`src/rtl/serv_immenc.sv`:
```
// Bit-serial immediate encoder: collects a 32-bit immediate LSB first, then
// assembles an RV32I instruction word in the requested format.
//
// state | meaning
// IDLE  | waiting for i_start; fields captured on start
// SHIFT | accepting immediate bits while i_imm_en is high
// DONE  | o_insn presented, held until i_ready
module serv_immenc #(
    parameter bit WITH_ERR_CHECK = 1'b1
) (
    input  logic        i_clk,
    input  logic        i_rst_n,
    input  logic        i_start,
    input  logic [2:0]  i_fmt,
    input  logic [6:0]  i_opcode,
    input  logic [2:0]  i_funct3,
    input  logic [6:0]  i_funct7,
    input  logic [4:0]  i_rd_addr,
    input  logic [4:0]  i_rs1_addr,
    input  logic [4:0]  i_rs2_addr,
    input  logic        i_imm_en,
    input  logic        i_imm,
    output logic        o_busy,
    output logic        o_valid,
    input  logic        i_ready,
    output logic [31:0] o_insn,
    output logic        o_imm_err
);

    typedef enum logic [1:0] {IDLE, SHIFT, DONE} state_t;

    localparam logic [2:0] FMT_R = 3'd0;
    localparam logic [2:0] FMT_I = 3'd1;
    localparam logic [2:0] FMT_S = 3'd2;
    localparam logic [2:0] FMT_B = 3'd3;
    localparam logic [2:0] FMT_U = 3'd4;
    localparam logic [2:0] FMT_J = 3'd5;

    state_t      state_q, state_d;
    logic [4:0]  cnt_q, cnt_d;
    logic [31:0] imm_q, imm_d;
    logic [2:0]  fmt_q, fmt_d;
    logic [6:0]  opcode_q, opcode_d;
    logic [2:0]  funct3_q, funct3_d;
    logic [6:0]  funct7_q, funct7_d;
    logic [4:0]  rd_q, rd_d;
    logic [4:0]  rs1_q, rs1_d;
    logic [4:0]  rs2_q, rs2_d;

    logic [31:0] insn_enc;
    logic        err_raw;

    always_comb begin
        state_d  = state_q;
        cnt_d    = cnt_q;
        imm_d    = imm_q;
        fmt_d    = fmt_q;
        opcode_d = opcode_q;
        funct3_d = funct3_q;
        funct7_d = funct7_q;
        rd_d     = rd_q;
        rs1_d    = rs1_q;
        rs2_d    = rs2_q;
        case (state_q)
            IDLE: begin
                if (i_start) begin
                    fmt_d    = i_fmt;
                    opcode_d = i_opcode;
                    funct3_d = i_funct3;
                    funct7_d = i_funct7;
                    rd_d     = i_rd_addr;
                    rs1_d    = i_rs1_addr;
                    rs2_d    = i_rs2_addr;
                    cnt_d    = 5'd0;
                    imm_d    = 32'd0;
                    // R and the two illegal codes carry no immediate
                    state_d  = (i_fmt == FMT_R || i_fmt > FMT_J) ? DONE : SHIFT;
                end
            end
            SHIFT: begin
                if (i_imm_en) begin
                    imm_d = {i_imm, imm_q[31:1]};
                    cnt_d = cnt_q + 5'd1;
                    if (cnt_q == 5'd31)
                        state_d = DONE;
                end
            end
            DONE: begin
                if (i_ready)
                    state_d = IDLE;
            end
            default: state_d = IDLE;
        endcase
    end

    always_ff @(posedge i_clk or negedge i_rst_n) begin
        if (!i_rst_n) begin
            state_q  <= IDLE;
            cnt_q    <= 5'd0;
            imm_q    <= 32'd0;
            fmt_q    <= 3'd0;
            opcode_q <= 7'd0;
            funct3_q <= 3'd0;
            funct7_q <= 7'd0;
            rd_q     <= 5'd0;
            rs1_q    <= 5'd0;
            rs2_q    <= 5'd0;
        end else begin
            state_q  <= state_d;
            cnt_q    <= cnt_d;
            imm_q    <= imm_d;
            fmt_q    <= fmt_d;
            opcode_q <= opcode_d;
            funct3_q <= funct3_d;
            funct7_q <= funct7_d;
            rd_q     <= rd_d;
            rs1_q    <= rs1_d;
            rs2_q    <= rs2_d;
        end
    end

    always_comb begin
        insn_enc = {funct7_q, rs2_q, rs1_q, funct3_q, rd_q, opcode_q};
        err_raw  = 1'b0;
        case (fmt_q)
            FMT_R: begin
                insn_enc = {funct7_q, rs2_q, rs1_q, funct3_q, rd_q, opcode_q};
                err_raw  = 1'b0;
            end
            FMT_I: begin
                insn_enc = {imm_q[11:0], rs1_q, funct3_q, rd_q, opcode_q};
                err_raw  = !((&imm_q[31:11]) || !(|imm_q[31:11]));
            end
            FMT_S: begin
                insn_enc = {imm_q[11:5], rs2_q, rs1_q, funct3_q, imm_q[4:0], opcode_q};
                err_raw  = !((&imm_q[31:11]) || !(|imm_q[31:11]));
            end
            FMT_B: begin
                insn_enc = {imm_q[12], imm_q[10:5], rs2_q, rs1_q, funct3_q,
                            imm_q[4:1], imm_q[11], opcode_q};
                err_raw  = imm_q[0] || !((&imm_q[31:12]) || !(|imm_q[31:12]));
            end
            FMT_U: begin
                insn_enc = {imm_q[31:12], rd_q, opcode_q};
                err_raw  = |imm_q[11:0];
            end
            FMT_J: begin
                insn_enc = {imm_q[20], imm_q[10:1], imm_q[11], imm_q[19:12], rd_q, opcode_q};
                err_raw  = imm_q[0] || !((&imm_q[31:20]) || !(|imm_q[31:20]));
            end
            default: begin
                insn_enc = {funct7_q, rs2_q, rs1_q, funct3_q, rd_q, opcode_q};
                err_raw  = 1'b1;
            end
        endcase
    end

    assign o_busy    = (state_q != IDLE);
    assign o_valid   = (state_q == DONE);
    assign o_insn    = o_valid ? insn_enc : 32'd0;
    assign o_imm_err = o_valid & err_raw & WITH_ERR_CHECK;

endmodule
```
`config.mk`:
```
export PLATFORM = sky130hd
export DESIGN_NAME = serv_immenc
export DESIGN_NICKNAME = d
export VERILOG_FILES = /design/src/rtl/serv_immenc.sv
export SDC_FILE = /design/constraint.sdc
export NUM_CORES = 1
export LEC_CHECK = 0
export CAP_MARGIN = 20
export CORE_MARGIN = 3
export CORE_UTILIZATION = 50
export CTS_CLUSTER_SIZE = 40
export DETAILED_ROUTE_END_ITERATION = 7
export GPL_TIMING_DRIVEN = 0
export PLACE_DENSITY = 0.86
export SLEW_MARGIN = 10
export SYNTH_ARGS = -nofsm -noshare
export SYNTH_HDL_FRONTEND = slang
export SYNTH_SLANG_ARGS = --single-unit
```
`constraint.sdc`:
```
create_clock -name i_clk -period 3.3 [get_ports i_clk]
set_input_delay 0.495 -clock i_clk [delete_from_list [all_inputs] [get_ports i_clk]]
set_output_delay 0.495 -clock i_clk [all_outputs]
set_load 0.02 [all_outputs]
```
== Word-level counts from Yosys, hierarchy flattened ==
Cells that the tools add are included.
Storage, ports and cells
  register bits after elaboration: 74
  input bits: 41
  output and inout port bits: 35
  word-level logic and storage cells: 68
Cells by class
  $add $sub $neg: 1
  order comparisons: 1
  equal/unequal tests: 12
  multiplexer cells: 15
  bitwise logic cells: 1
  reduce and logical (&&, ||, !) cells: 28
Operators with widths (number)
  $pmux 32 s5: 1
  $mux 32: 3
  $pmux 32 s2: 1
  $reduce_or 12->1: 2
  $reduce_and 21->1: 1
  $reduce_or 21->1: 1
  $reduce_and 20->1: 1
  $reduce_or 20->1: 1
  $reduce_and 12->1: 1
  $mux 2: 5
  $mux 5: 2
  $pmux 5 s2: 1
  $eq 3x2->1 const B: 2
  $eq 3x3->1 const B: 2
  $logic_not 1->1: 6
  $logic_not 3->1: 2
  $logic_or 1x1->1: 6
  $ne 2x2->1 const B: 3
  $pmux 2 s3: 1
  $add 5x1->5 const B: 1
  $eq 5x5->1 const B: 1
  $pmux 1 s5: 1
  $reduce_and 4->1: 1
  $reduce_bool 2->1: 2
  10 further kinds: 10

== Longest topological paths before layout ==
Gate-level depths: netlist of run 1.
  depth after elaboration: 7
  depth in mapped cells: 7
  depth with buffers taken out: 7

== Worst setup path after synthesis of run 1 ==
Ideal clock, no wire load.
  kind: register to output
  start: register fmt_q[2]
  end: output port o_insn[22]
  data arrival time: 1704 ps
  required time: 2805 ps
  path slack: 1101 ps
  cell stages (with the launch flop): 8
  path buffers: 1
  cells stage by stage: dfrtp_1 -> ha_1 -> and3b_2 -> buf_2 -> nand2_1 -> o21ai_0 -> a222oi_1 -> nor2_1
Between the ends
  cells in the longest elaborated chain, start to end: 3
  elaborated cells between the ends (all ways): 7
RTL lines
  start: declaration: RTL line 42  | logic [2:0] fmt_q, fmt_d;
  start signal: assignment: RTL line 112  | fmt_q <= fmt_d;
  $eq 3x3->1 (tied with other cells): RTL line 125  | case (fmt_q)
  $pmux 32 s5 (*): RTL line 125
  $mux 32 (*): RTL line 160  | assign o_insn = o_valid ? insn_enc : 32'd0;
  end: declaration: RTL line 26  | output logic [31:0] o_insn,
Every way passes the cells marked *; elsewhere a longest branch is shown, timed or not.

== Worst setup path in the final report of run 1 ==
  start: register fmt_q[2]
  end: output port o_insn[24]
The elaborated chain is that of the path after synthesis.

==> metrics.txt, run 1 <==
crit path DAT=2.64 ns; Port Buffers=75; GRT Total Usage=0.2357; met3 GRT Util=0.08039; nature of the critical path endpoint=output pin; initial antenna violation count=0; die width=92.10 um; CP startpoint kind=flip-flop; max cap viols=0; first-pass GRT wire length=15570 um; syn_nets=371; Final Non-Filler Cells=515; Post-synth EDFFs=0; crit path max fanout=10; post-CTS setup buffer count=0; final setup violation count=0; Crit Path Category=flip-flop to output pin; Fin. Hold Viols=0; diode count=0; htree depth=3; clock transition at the registers of the reported paths=0.08 ns; TritonCTS clock tree=yes; vias in the first global route=3203; pwr dens=880.4 nW/um2; register area share after synthesis=0.4997; GR Util met1=0.2972; register area=1852 um2; Num Clock Sinks=74; hpwl dp=6802 um; num rows=30; busiest layer in global routing=met2; Synth Register Bits=74; RSZ-0062 raised after global routing=no; gate count after technology mapping=327; Max VDD drop=0.5190 mV; most frequent cells in the layout=dfrtp_1, clkdlybuf4s50_1, mux2_2, nor2_1, a22o_1; slew margin rel.=0.6149; fin. max-slew vios=0; syn_area_per_cell=11.33 um2; Synth Cell Area=3706 um2; Post-synth ARST share=1.000; wire per inst=18.31 um; clock period minus worst slack=3.139 ns; Tcrit/Tclk final=0.9512; Area Growth Syn to Fin=30.32%; static leakage=2.105 nW; Max clock buf depth=2; number of CTS-inserted buffers=9; Hold WC Path Type=input pin to asynchronous set/reset pin; fmax=318.6 MHz; total iterations of the first detailed-routing run=8; Die ar.=8481 um2; Primary FF master, synth=dfrtp_1; Die Height=92.10 um; share of cells above drive strength 1=0.2124; Final Wtd Congestion=0.8851; Placed Instances=499; Multi-input gate area=1683 um2; Hold-fix buffers, CTS=0; vias after detailed routing=3086; final setup margin=0.1612 ns; CP required=2.80 ns; largest net degree at the start of global routing=55; Clock Latency Late Sink=0.34 ns; Clock Skews=0.005547 ns; core region area=6982 um2; GR Util met2=0.3680; Synth cell types=47; status=completed; Yosys Warn Count=0; commonest non-fill, non-tap cell in the layout=dfrtp_1; root buf cell=clkbuf_8; Worst Tran Pin Value=0.5777 ns; setup_tns=0 ns; initial drt markers=239; Initial Utilization=0.5308; Layout fillers=548; gr ovfl total=0; DR DRC count=0; post-CTS sizing=0; final wirelength=9432 um; fin nets=458; Detail Route Antenna Nets=0; pre-CTS WS=0.4744 ns; # IOs=76; Vias/cell=5.992
worst paths after layout:
kind | startpoint | endpoint | slack [ns] | cells past startpoint
hold / removal | i_rst_n | cnt_q[3] | 0.03 | 1
hold reg to reg | rs2_q[0] | rs2_q[0] | 0.51 | 1
max in group asynchronous | i_rst_n | rs2_q[3] | 2.72 | 2
setup / recovery | fmt_q[2] | o_insn[24] | 0.16 | 6
setup reg to reg | state_q[1] | rd_q[4] | 1.58 | 5
min in group i_clk | rs2_q[0] | rs2_q[0] | 0.51 | 1
critical path, stage by stage, from the launching register on:
cell and delay [ns]:
dfrtp_1 0.46, ha_1 0.38, clkbuf_2 0.21, a21oi_1 0.33, a222oi_1 0.15, nor2_1 0.15
clkdlybuf4s50_1 0.63
cells by family (layout without fill, tap and decap cells):
| family | count (synthesis) | in the layout | share of synthesized area |
|---|---|---|---|
| simple gates | 96 | 96 | 0.1357 |
| compound gates | 85 | 85 | 0.1870 |
| flops | 74 | 74 | 0.4997 |
| mux | 39 | 39 | 0.1178 |
| buf+inv | 29 | 121 | 0.04726 |
| fa+ha+maj | 3 | 3 | 0.01013 |
| xor+xnor | 1 | 1 | 0.002364 |
area by class of cell:
cell class / instances / share of cell area
Buffer: 22 / 0.03109
Sequential cell: 74 / 0.3834
Clock inverter: 6 / 0.01658
Timing Repair Buffer: 76 / 0.1617
Inverter: 7 / 0.005440
Clock buffer: 10 / 0.02850
Multi-Input combinational cell: 224 / 0.3484
Tap cell: 96 / 0.02487
synthesized netlist by cell type (all sizes together), types with 4 or more instances:
library cell / number / share of area
a21oi: 5 / 0.0078
a221oi: 5 / 0.015
a222oi: 4 / 0.011
a22o: 36 / 0.085
a22oi: 15 / 0.030
and2: 9 / 0.015
buf: 18 / 0.036
clkbuf: 4 / 0.0044
dfrtp: 74 / 0.50
inv: 6 / 0.0061
mux2: 37 / 0.11
nand2: 11 / 0.011
nand4: 7 / 0.012
nor2: 39 / 0.043
nor3: 8 / 0.011
nor4: 7 / 0.012
o21ai: 10 / 0.014
state kept, by name, summed over array words and instances, names as in the netlist:
signal    cells
cnt_q         5
fmt_q         3
funct3_q      3
funct7_q      7
imm_q        32
opcode_q      7
rd_q          5
rs1_q         5
rs2_q         5
state_q       2
layer usage:
layer / vias up / share of wire
li1: 1402 / -
met1: 1479 / 0.40
met2: 165 / 0.47
met3: 40 / 0.094
met4: 0 / 0.029
met5: - / 0
where the power goes:
part	internal [W]	switching, W
Clock	0.000441	0.000329
Combinational	0.000974	0.00115
Sequential	0.00117	0.000188
stage by stage:
stage | hold slack (ns) | instance area (um2) | total power [W] | util
after floorplan | 0.1994 | 3706 | 0.002801 | -
after global placement | 0.4824 | 4577 | 0.003384 | 0.6556
after detailed placement | 0.4028 | 4602 | 0.003466 | 0.6591
after CTS | 0.02226 | 4820 | 0.004249 | 0.6903
after global routing | 0.02510 | 4830 | 0.004524 | 0.6918
final | 0.02769 | 4830 | 0.004252 | 0.6918
No activity file was read; power rests on OpenSTA's default activity.
==> run 2, diff against run 1 <==
--- a/config.mk
+++ b/config.mk
@@ -8,11 +8,14 @@
 export CAP_MARGIN = 20
 export CORE_MARGIN = 3
 export CORE_UTILIZATION = 50
+export CTS_CLUSTER_DIAMETER = 120
 export CTS_CLUSTER_SIZE = 40
 export DETAILED_ROUTE_END_ITERATION = 7
 export GPL_TIMING_DRIVEN = 0
 export PLACE_DENSITY = 0.86
+export REMOVE_ABC_BUFFERS = 1
 export SLEW_MARGIN = 10
 export SYNTH_ARGS = -nofsm -noshare
 export SYNTH_HDL_FRONTEND = slang
 export SYNTH_SLANG_ARGS = --single-unit
+export TNS_END_PERCENT = 10
==> metrics.txt, run 2 (synthesis results as in run 1) <==
status=completed; initial antenna violation count=0 (unchanged); Initial Utilization=0.5308 (unchanged); crit path DAT=2.60 ns (-0.04 ns); combinational fraction of design power=0.491 (-0.008); GR Util met1=0.2817 (-0.01556); clock period minus worst slack=3.091 ns (-0.04759 ns); Clock Skews=0.01065 ns (+0.005105 ns); Num Clock Sinks=74 (unchanged); diode count=0 (unchanged); Area Growth Syn to Fin=27.01%; clock power share=0.164 (-0.017); Placed Instances=477 (-4.4%); P_sw=0.001601 W (-3.9%); Bufs and invs on worst path=1 (-1); hpwl dp=5951 um (-13%); Max VDD drop=0.7068 mV (+36%); Max clock buf depth=2 (unchanged); initial drt markers=269 (+13%); number of CTS-inserted buffers=9 (unchanged); fin nets=440 (-3.9%); Vias/cell=5.948 (-0.75%); wire per inst=17.29 um (-5.6%); commonest non-fill, non-tap cell in the layout=clkdlybuf4s50_1; Die Height=92.10 um (unchanged); Seq pwr share=0.345 (+0.026); Detail Route Antenna Nets=0 (unchanged); Tcrit/Tclk final=0.9367 (-0.01442); Hold-fix buffers, CTS=0 (unchanged); fin. max-slew vios=0 (unchanged); RSZ-0062 raised after global routing=no; Die ar.=8481 um2 (unchanged); Fin. Hold Viols=0 (unchanged); vias after detailed routing=2950 (-4.4%); root buf cell=clkbuf_8; final setup violation count=0 (unchanged); Crit Path Category=flip-flop to output pin; Port Buffers=75 (unchanged); gr ovfl total=0 (unchanged); htree depth=3 (unchanged); crit path max fanout=14 (+4); Final Non-Filler Cells=496 (-3.7%); fmax=323.5 MHz (+1.5%); share of cells above drive strength 1=0.1875 (-0.02491); busiest layer in global routing=met2; final wirelength=8576 um (-9.1%); static leakage=1.962 nW (-6.8%); # IOs=76 (unchanged); max cap viols=0 (unchanged); most frequent cells in the layout=clkdlybuf4s50_1, dfrtp_1, mux2_2, a22o_1, nor2_1; CP required=2.80 ns (about the same); switch share=0.3942 (+0.002208); Final Wtd Congestion=0.8721 (-1.5%); Worst Tran Pin Value=1.047 ns (+0.4688 ns); clock transition at the registers of the reported paths=0.07 ns (about the same); delay of the slowest critical-path stage=0.55 ns (-0.08 ns); Top reg by flops=imm_q; total iterations of the first detailed-routing run=5 (-3); met3 GRT Util=0.04758 (-0.03281); cell family with most CP delay=compound AO/OA/AOI/OAI gates; GRT Total Usage=0.2066 (-0.02918); Hold WC Path Type=input pin to asynchronous set/reset pin; internal power=0.002460 W (-4.8%); GR Util met2=0.3370 (-0.03102); slew margin rel.=0.3007 (-0.3142); CP startpoint kind=flip-flop; setup_tns=0 ns (unchanged); Clock Latency Late Sink=0.34 ns (about the same); first-pass GRT wire length=14100 um (-9.4%); pwr dens=862.9 nW/um2 (-2.0%); core region area=6982 um2 (unchanged); die width=92.10 um (unchanged); largest net degree at the start of global routing=47 (-15%); nature of the critical path endpoint=output pin; DR DRC count=0 (unchanged); num rows=30 (unchanged); top flop regs=imm_q (32), funct7_q (7), opcode_q (7); utilization after layout=0.6742 (-0.01756); CP max-delay cell=clkdlybuf4s50_1; TritonCTS clock tree=yes; max reg flops=32 (unchanged); critical-path cell list=ha_4 -> o21bai_4 -> nor2b_2 -> a222oi_1 -> nor2_1 -> clkdlybuf4s50_1; vias in the first global route=2861 (-11%)
## run 2: cell types whose count changed in the layout (fill, tap and decap cells not counted), sizes merged
cell           before  now
buf                20    6
clkbuf             14   12
clkdlybuf4s50      72   74
clkinv              5    3
dlymetal6s2s        2    0
bufinv              2    1
clkinvlp            0    1
inv                 6    5
## run 2: power groups by stage
stage	logic (W)	clock network, W	registers (W)
finish	0.00199	0.000667	0.00140
global route	0.00216	0.000719	0.00144
CTS	0.00191	0.000675	0.00140
detailed placement	0.00190	0	0.00141
global placement	0.00183	0	0.00139
floorplan	0.00132	0	0.00134
## run 2: stage by stage
stage	cell area (um2)	total power, W	hold WS, ns	setup slack [ns]
6_report	4707	0.004061	0.06957	0.2088
5_1_grt	4707	0.004319	0.08783	0.06167
4_1_cts	4657	0.003988	0.07728	0.02548
3_5_place_dp	4466	0.003306	0.4460	0.07735
3_3_place_gp	4428	0.003221	0.4806	-0.9955
2_1_floorplan	3557	0.002666	0.1994	0.4717
## run 2: what timing repair did
item                                    CTS  global route
gates resized for setup                   3             4
endpoints found under the setup margin   16             5
setup buffers                             0             4
## run 2: layout make-up
type / instances / area, um2
Clock inverter: 3 / 40.04
Clock buffer: 12 / 145.1
Sequential cell: 74 / 1854
Tap cell: 96 / 120.1
Multi-Input combinational cell: 224 / 1712
Inverter: 7 / 30.03
Fill cell: 525 / 2275
Timing Repair Buffer: 80 / 805.8
## run 2: path summary, 6_finish.rpt
check / from / endpoint / slack (ns) / cells after the start
worst max register to register: state_q[1] / cnt_q[0] / 0.89 / 4
min in group i_clk: opcode_q[0] / opcode_q[0] / 0.50 / 1
worst min-delay path: i_rst_n / funct7_q[1] / 0.07 / 1
worst max-delay path: fmt_q[1] / o_insn[21] / 0.21 / 6
max in group asynchronous: i_rst_n / fmt_q[1] / 2.67 / 2
worst min register to register: opcode_q[0] / opcode_q[0] / 0.50 / 1
## run 2: layer usage
metal	up-vias	wire, um
met1	1461	3719
li1	1362	-
met2	118	4299
met3	9	462
met4	0	94
met5	-	0
